==> src/rtl/tilt_pkg.sv <==
// Shared defaults and the in-flight tag record for the tilt-unit arbiter.
// Every tag is a valid bit plus the id of the requester that owns the operation.
package tilt_pkg;
  localparam int TILT_NREQ    = 4;
  localparam int TILT_LATENCY = 5;
  localparam int TILT_RES_W   = 2;
  localparam int TILT_ID_W    = $clog2(TILT_NREQ);

  typedef struct packed {
    logic                 valid;
    logic [TILT_ID_W-1:0] id;
  } tag_t;
endpackage

==> src/rtl/rr_arbiter.sv <==
// Round-robin one-hot grant: the search starts at ptr and wraps modulo NREQ.
// No grant is given while en is low.
module rr_arbiter #(
  parameter int NREQ = 4,
  parameter int IDW  = 2
) (
  input  logic [NREQ-1:0] req,
  input  logic [IDW-1:0]  ptr,
  input  logic            en,
  output logic [NREQ-1:0] grant
);

  logic           w_found;
  logic [IDW-1:0] w_idx;

  always_comb begin
    grant   = '0;
    w_found = 1'b0;
    w_idx   = '0;
    for (int k = 0; k < NREQ; k++) begin
      w_idx = IDW'((int'(ptr) + k) % NREQ);
      if (en && !w_found && req[w_idx]) begin
        grant[w_idx] = 1'b1;
        w_found      = 1'b1;
      end
    end
  end

endmodule

==> src/rtl/tilt_arbiter.sv <==
// Shares one fixed-latency tilt unit among NREQ requesters; a tag shift register
// tracks which requester owns each in-flight operation and routes the result back.
module tilt_arbiter
  import tilt_pkg::*;
#(
  parameter int NREQ    = TILT_NREQ,
  parameter int LATENCY = TILT_LATENCY,
  parameter int RES_W   = TILT_RES_W
) (
  input  logic                 clk,
  input  logic                 reset,
  input  logic                 hold,
  input  logic [NREQ-1:0]      req_valid,
  output logic [NREQ-1:0]      req_ready,
  input  logic [NREQ*32-1:0]   req_dataa,
  input  logic [NREQ*32-1:0]   req_datab,
  input  logic [NREQ-1:0]      req_datac,
  output logic                 unit_clk_en,
  output logic [31:0]          unit_dataa,
  output logic [31:0]          unit_datab,
  output logic                 unit_datac,
  input  logic [RES_W-1:0]     unit_result,
  output logic [NREQ-1:0]      resp_valid,
  output logic [RES_W-1:0]     resp_result,
  output logic                 busy
);

  localparam int ID_W = TILT_ID_W;

  logic            w_en;
  logic [NREQ-1:0] w_grant;
  logic            w_any_grant;
  logic [ID_W-1:0] w_grant_id;
  tag_t            w_tag_out;
  logic [ID_W-1:0] r_rr_ptr;
  tag_t            r_tag [1:LATENCY];

  // Reset also blocks issue so nothing is accepted while tags are being cleared.
  assign w_en        = !hold && !reset;
  assign unit_clk_en = !hold;

  rr_arbiter #(.NREQ(NREQ), .IDW(ID_W)) u_rr (
    .req   (req_valid),
    .ptr   (r_rr_ptr),
    .en    (w_en),
    .grant (w_grant)
  );

  assign req_ready   = w_grant;
  assign w_any_grant = |w_grant;

  always_comb begin
    w_grant_id = '0;
    unit_dataa = '0;
    unit_datab = '0;
    unit_datac = 1'b0;
    for (int i = 0; i < NREQ; i++) begin
      if (w_grant[i]) begin
        w_grant_id = ID_W'(i);
        unit_dataa = req_dataa[32*i +: 32];
        unit_datab = req_datab[32*i +: 32];
        unit_datac = req_datac[i];
      end
    end
  end

  // Issue stage -> tag pipeline; stage LATENCY lines up with unit_result.
  always_ff @(posedge clk or posedge reset) begin
    if (reset) begin
      r_rr_ptr <= '0;
      for (int s = 1; s <= LATENCY; s++) r_tag[s] <= '0;
    end else if (w_en) begin
      r_tag[1] <= '{valid: w_any_grant, id: w_grant_id};
      for (int s = 2; s <= LATENCY; s++) r_tag[s] <= r_tag[s-1];
      if (w_any_grant)
        r_rr_ptr <= (w_grant_id == ID_W'(NREQ - 1)) ? '0 : w_grant_id + ID_W'(1);
    end
  end

  assign w_tag_out = r_tag[LATENCY];

  always_comb begin
    resp_valid = '0;
    busy       = 1'b0;
    for (int i = 0; i < NREQ; i++)
      resp_valid[i] = w_tag_out.valid && !hold && (w_tag_out.id == ID_W'(i));
    for (int s = 1; s <= LATENCY; s++) busy = busy | r_tag[s].valid;
  end

  assign resp_result = (|resp_valid) ? unit_result : '0;

endmodule

==> config.mk <==
export PLATFORM = sky130hd
export DESIGN_NAME = tilt_arbiter
export DESIGN_NICKNAME = d
export VERILOG_FILES = /design/src/rtl/tilt_pkg.sv /design/src/rtl/rr_arbiter.sv /design/src/rtl/tilt_arbiter.sv
export SDC_FILE = /design/constraint.sdc
export NUM_CORES = 1
export LEC_CHECK = 0
export ABC_AREA = 1
export CAP_MARGIN = 20
export CORE_AREA = 2 2 135 137
export CTS_CLUSTER_DIAMETER = 30
export DETAILED_ROUTE_END_ITERATION = 7
export DIE_AREA = 0 0 137 139
export GPL_ROUTABILITY_DRIVEN = 0
export PLACE_DENSITY = 0.61
export SLEW_MARGIN = 20
export SYNTH_ARGS = -nofsm -noshare
export SYNTH_HDL_FRONTEND = slang
export SYNTH_HIERARCHICAL = 1
export SYNTH_SLANG_ARGS = --single-unit
==> constraint.sdc <==
create_clock -name clk -period 2.67 [get_ports clk]
set_input_delay 0.267 -clock clk [delete_from_list [all_inputs] [get_ports clk]]
set_output_delay 0.267 -clock clk [all_outputs]
set_load 0.02 [all_outputs]
; After elaboration in Yosys (flattened, before gate mapping)
; Cells that the tools add are included.
[totals]
reg_bits = 17
out_inout_bits = 77
word_cells = 100
in_bits = 269
[op_classes]
n_eq_ne = 4
n_addsub = 4
n_lt_le_gt_ge = 8
n_reduce_logical = 26
n_mux = 40
bitwise_logic = 7
[op_table]
columns = operator, count
row1 = two-way mux 32 bit, 8
row2 = logical AND 1 bit, 17
row3 = two-way mux 1 bit, 16
row4 = two-way mux 4 bit, 4
row5 = "< comparator 2 x 3 -> 1 bit, second input constant", 4
row6 = bitwise OR 4 bit, 3
row7 = binary-select mux 1 bit (select 2 bit), 4
row8 = demux 1 bit (select 2 bit), 4
row9 = "greater-or-equal comparator 2 x 1 -> 1 bit, second input constant", 4
row10 = two-way mux 2 bit, 4
row11 = OR reduction 4 bit, 2
row12 = "equality test 2 bit, second input constant", 3
row13 = zero test 1 bit, 5
row14 = "adder 2 x 1 -> 2 bit, second input constant", 2
row15 = "adder 2 bit, second input constant", 2
row16 = bitwise OR 1 bit, 4
row17 = "equality test 2 x 1 -> 1 bit, second input constant", 1
row18 = zero test 2 bit, 1
row19 = AND reduction 2 bit, 1

; Logic depth before layout (Yosys ltp)
[logic_depth]
word_depth = 21
ltp_mapped = 16
ltp_nobuf = 14

; By module
; The synthesis kept the hierarchy.
[by_module_without_submodules]
columns = mod, seq_area_each_um2, n_inst, cells_per_inst, area_per_inst_um2
row1 = tilt_arbiter, 425.4, 1, 597, 3016.6
row2 = rr_arbiter, 0.0, 1, 66, 400.4

; Worst setup path before layout
; Ideal clock, no wire load.
[synth_timing]
kind = register to output
start = register r_rr_ptr[0]
end = output unit_dataa[0]
stages_incl_launch_ff = 15
arrival_ns = 2.518
path_slack_ns = -0.115
cell_sequence = dfrtp_1 inv_2 ha_1 inv_1 nand3_2 nand2_1 inv_2 nor2_8 nand3_1 nand3_1 buf_2 buf_4 clkbuf_1 nand2_1 nand3_1
[synth_between]
word_cells_on_any_way = 55
cone_classes = add/sub (3) / order compare (8) / mux (27) / bitwise (3) / reduce/logical (14)
[synth_lines]
columns = item, line
row1 = from (decl), tilt_arbiter.sv:35  ; logic [ID_W-1:0] r_rr_ptr;
row2 = from (signal assigned), tilt_arbiter.sv:76  ; r_rr_ptr <= (w_grant_id == ID_W'(NREQ - 1)) ? '0 : w_grant_id + ID_W'(1);
row3 = "parallel branches: the longest is 15 deep, another holds < comparator 2 x 3 -> 1 bit", n/a
row4 = two-way mux 4 bit (*), rr_arbiter.sv:22  ; if (en && !w_found && req[w_idx]) begin
row5 = named net req_ready[3], tilt_arbiter.sv:14  ; output logic [NREQ-1:0] req_ready,
row6 = two-way mux 32 bit (*), tilt_arbiter.sv:58  ; if (w_grant[i]) begin
row7 = to (decl), tilt_arbiter.sv:19  ; output logic [31:0] unit_dataa,
; Mark *: on every way through the listed nets, which the timed path passes. The select of a mux whose other input is x is not followed.

; Worst setup path in the final report
[layout_timing]
start = register r_rr_ptr[0]
end = output unit_datab[15]
[layout_between]
elab_chain_len = 20
word_cells_on_any_way = 55
cone_classes = add/sub (3) / order compare (8) / mux (27) / bitwise (3) / reduce/logical (14)
[layout_rtl]
columns = item, line
row1 = "parallel branches: the longest is 15 deep, another holds < comparator 2 x 3 -> 1 bit", n/a
row2 = two-way mux 4 bit (*), rr_arbiter.sv:22
row3 = two-way mux 32 bit (3 in a row), tilt_arbiter.sv:58
row4 = two-way mux 32 bit (*), tilt_arbiter.sv:58
row5 = to (decl), tilt_arbiter.sv:20  ; output logic [31:0] unit_datab,
; Every way passes the cells marked *. The select of a mux whose other input is x is not followed.

==> reports/results.ini <==
[outcome]
status = finished with violations
violated_checks = negative setup slack

[global_route]
grt_pass1_vias = 5910
antenna_violations_before_repair = 0
grt_pass1_wl_um = 31700
grt_max_degree = 41
overflow = 0
grt_use_total_pct = 21.1

[floorplan]
initial_core_util_pct = 19.4
placement_rows = 49
floorplan.die_area_mm2 = 0.0190
die_w_um = 137
io-pin-count = 346
floorplan.die.height_um = 139
fp.coreArea_mm2 = 0.0177

[layout]
most_common_cell_after_layout_fill_and_taps_aside = nand2_1
layout_cell_share_with_drive_strength_beyond_1_pct = 19.8
layout.cell_area.non_filler_mm2 = 0.00828
count_of_inserted_antenna_diode_cells = 0
final_net_count = 1309
layout.cells.most_common_list = nand2_1, clkdlybuf4s50_1, nand3_1, nand4_1, buf_6
final_core_area_utilization_pct = 46.9
fill_cells = 1800
areaGrowthSynthToFinish_pct = 142

[logic_synthesis]
synth_cell_types = 22
ys_seq_area_share_pct = 12.4
syn_nets = 939
synth-seq-cells = 17
avgSynthCellArea_um2 = 5.15
yosysWarningCount = 6
synthesis.instances = 663
post_synthesis_cell_area_mm2 = 0.00342

[setup_path]
timing.critical_path.mode_cell = nand2_1
worst-endpoint-required_ns = 2.40
crit_path_top_delay_cell = dfrtp_1
worstSetupEndpointType = output port
timing.critical_path.cells = inv_2 > ha_4 > inv_2 > nand3_1 > nand2_1 > nor2_4 > nand3_2 > nand3_4 > inv_8 > buf_12 > buf_16 > nand3_1 > nand2_1 > nand2_1 > nand3_2 > buf_12
critical_path_peak_fanout = 9
crit_arrival_ns = 2.46
startpoint_type = register
crit-reg2reg-capture = r_rr_ptr[0]
critical_path.reg2reg.startpoint = r_rr_ptr[0]
worst_r2r_path_depth = 16
regToRegSetupSlack_ns = 0.40
worst_path_largest_cell_delay_ns = 0.38
path_class = register to output port

[timing]
layout_worst_path_cycle_share_pct = 102
fmaxAchievable_mhz = 367
unrepaired_setup_endpoints_after_global_routing = yes
final_max_tran_viols = 0
fin_crit_ns = 2.73
tightestPinTransition_ns = 0.686
finalSetupViolations = 40
relSlewSlack_pct = 54.2
final.setup_skew_ns = 0.00174
final.setup.worst_slack_ns = -0.0564
hold_viol_final = 0
fin_hold_ws_ns = 0.482

[power_and_ir_drop]
max-vdd-ir-drop_mv = 0.366
total_power_w = 0.00643
p_leak_nw = 3.90
power.density_cell_area_mw_per_mm2 = 777

[placed_design]
dp_slack_ns = -0.445
post_dp_cell_area_mm2 = 0.00749
place.detailed.hpwl_um = 15200
port-buffer-count = 345

[clock_tree]
post_cts_hold_buffer_count = 0
ctsHtreeMaxLevel = 1
ctsLongestPathBuffers = 2
cts_tree = yes
clock_tree.root_cell = clkbuf_16
clock_sink_count = 17
clock_insertion_delay_worst_skew_ns = 0.25
cts_buffer_count = 3
cts.clk_slew.worst_paths_ns = 0.05

[route]
drt-vias-per-instance = 4.70
totalWireLength_um = 21700
first_iter_violations = 251
drt.antenna.violating_nets = 0
drt_first_pass_iters = 5
route.vias.total = 5924
post_drt_wl_per_cell_um = 17.2
drc_errors = 0

[min_path]
hold-path-cell-count = 2
holdPathEnd = r_tag[0]
worstHoldStart = r_tag[3]
type_of_the_tightest_min_delay_check = register to register

[run]
cap_violations = 0

through the flow:
| step | cells | TNS (ns) |
|---|---|---|
| 6_report | 1261 | -0.924 |
| 5_1_grt | 1261 | -9.37 |
| 4_1_cts | 1257 | -4.36 |
| 3_5_place_dp | 1232 | -22.00 |
| 3_3_place_gp | 1232 | -19.46 |
| 2_1_floorplan | 663 | 0 |
cell type report:
type,instances,area [um2],share of cell area (%)
Timing Repair Buffer,425,4550,55.0
Clock buffer,4,78.8,0.952
Sequential cell,17,425,5.14
Multi-Input combinational cell,563,2830,34.2
Tap cell,229,287,3.46
Inverter,23,106,1.28
what timing repair did:
| action | in CTS | in global routing |
|---|---|---|
| gates cloned | 11 | 3 |
| resized for setup | 401 | 40 |
| buffers inserted | 10 | 8 |
| endpoints found under the setup margin | 69 | 66 |
| pin swaps | 29 | 23 |
cells in the mapped netlist, drive strengths merged:
cell	instances	area (um2)
clkbuf	22	82.6
nor3	5	25.0
o21ai	10	50.1
dfrtp	17	425
nand3	152	776
nand3b	1	7.51
ha	7	87.6
and2	1	8.76
buf	38	198
nand4	69	432
nor2	14	71.3
nand2	297	1130
inv	23	86.3
a21oi	7	35.0
worst max path at each step:
stage / end / start / cells after the start / slack [ns]
2_1_floorplan: unit_datab[12] / r_rr_ptr[0] / 13 / 0.001
3_3_place_gp: unit_datab[1] / req_valid[0] / 14 / -0.40
3_5_place_dp: unit_datab[22] / req_valid[3] / 15 / -0.45
4_1_cts: unit_datab[12] / r_rr_ptr[0] / 16 / -0.14
5_1_grt: unit_datab[15] / r_rr_ptr[0] / 17 / -0.19
6_report: unit_datab[15] / r_rr_ptr[0] / 16 / -0.06
metal layers:
layer | up-vias | track usage (%) | share of wire, %
li1 | 2978 | - | -
met3 | 30 | 4.20 | 7.8
met1 | 2658 | 25.3 | 40
met4 | 0 | 3.96 | 1.5
met2 | 258 | 38.6 | 51
met5 | - | 0 | 0
power breakdown:
group	switching (W)	total, W	leakage (nW)	internal, W
Sequential	0.0000449	0.000380	0.209	0.000335
Clock	0.0000971	0.000300	0.0382	0.000203
Combinational	0.00303	0.00575	3.65	0.00272
logic make-up (layout without fill, tap and decap cells):
group	count (synthesis)	count (layout)	share of synthesized area [%]
DFF	17	17	12.4
adders and majority gates	7	7	2.56
and+or+nand+nor	539	539	71.8
AOI/OAI and AO/OA	17	17	2.49
buffers and inverters	83	452	10.7
critical path: cells and delay by family (launching register included):
kind / cells / cell delay (ns)
and+or+nand+nor: 9 / 0.92
buffers and inverters: 6 / 0.62
DFF: 1 / 0.38
adders and majority gates: 1 / 0.29
sequential cells by signal, indices dropped and copies added (netlist names):
register and count:
r_tag 15, r_rr_ptr 2
No activity file was read; power rests on OpenSTA's default activity.
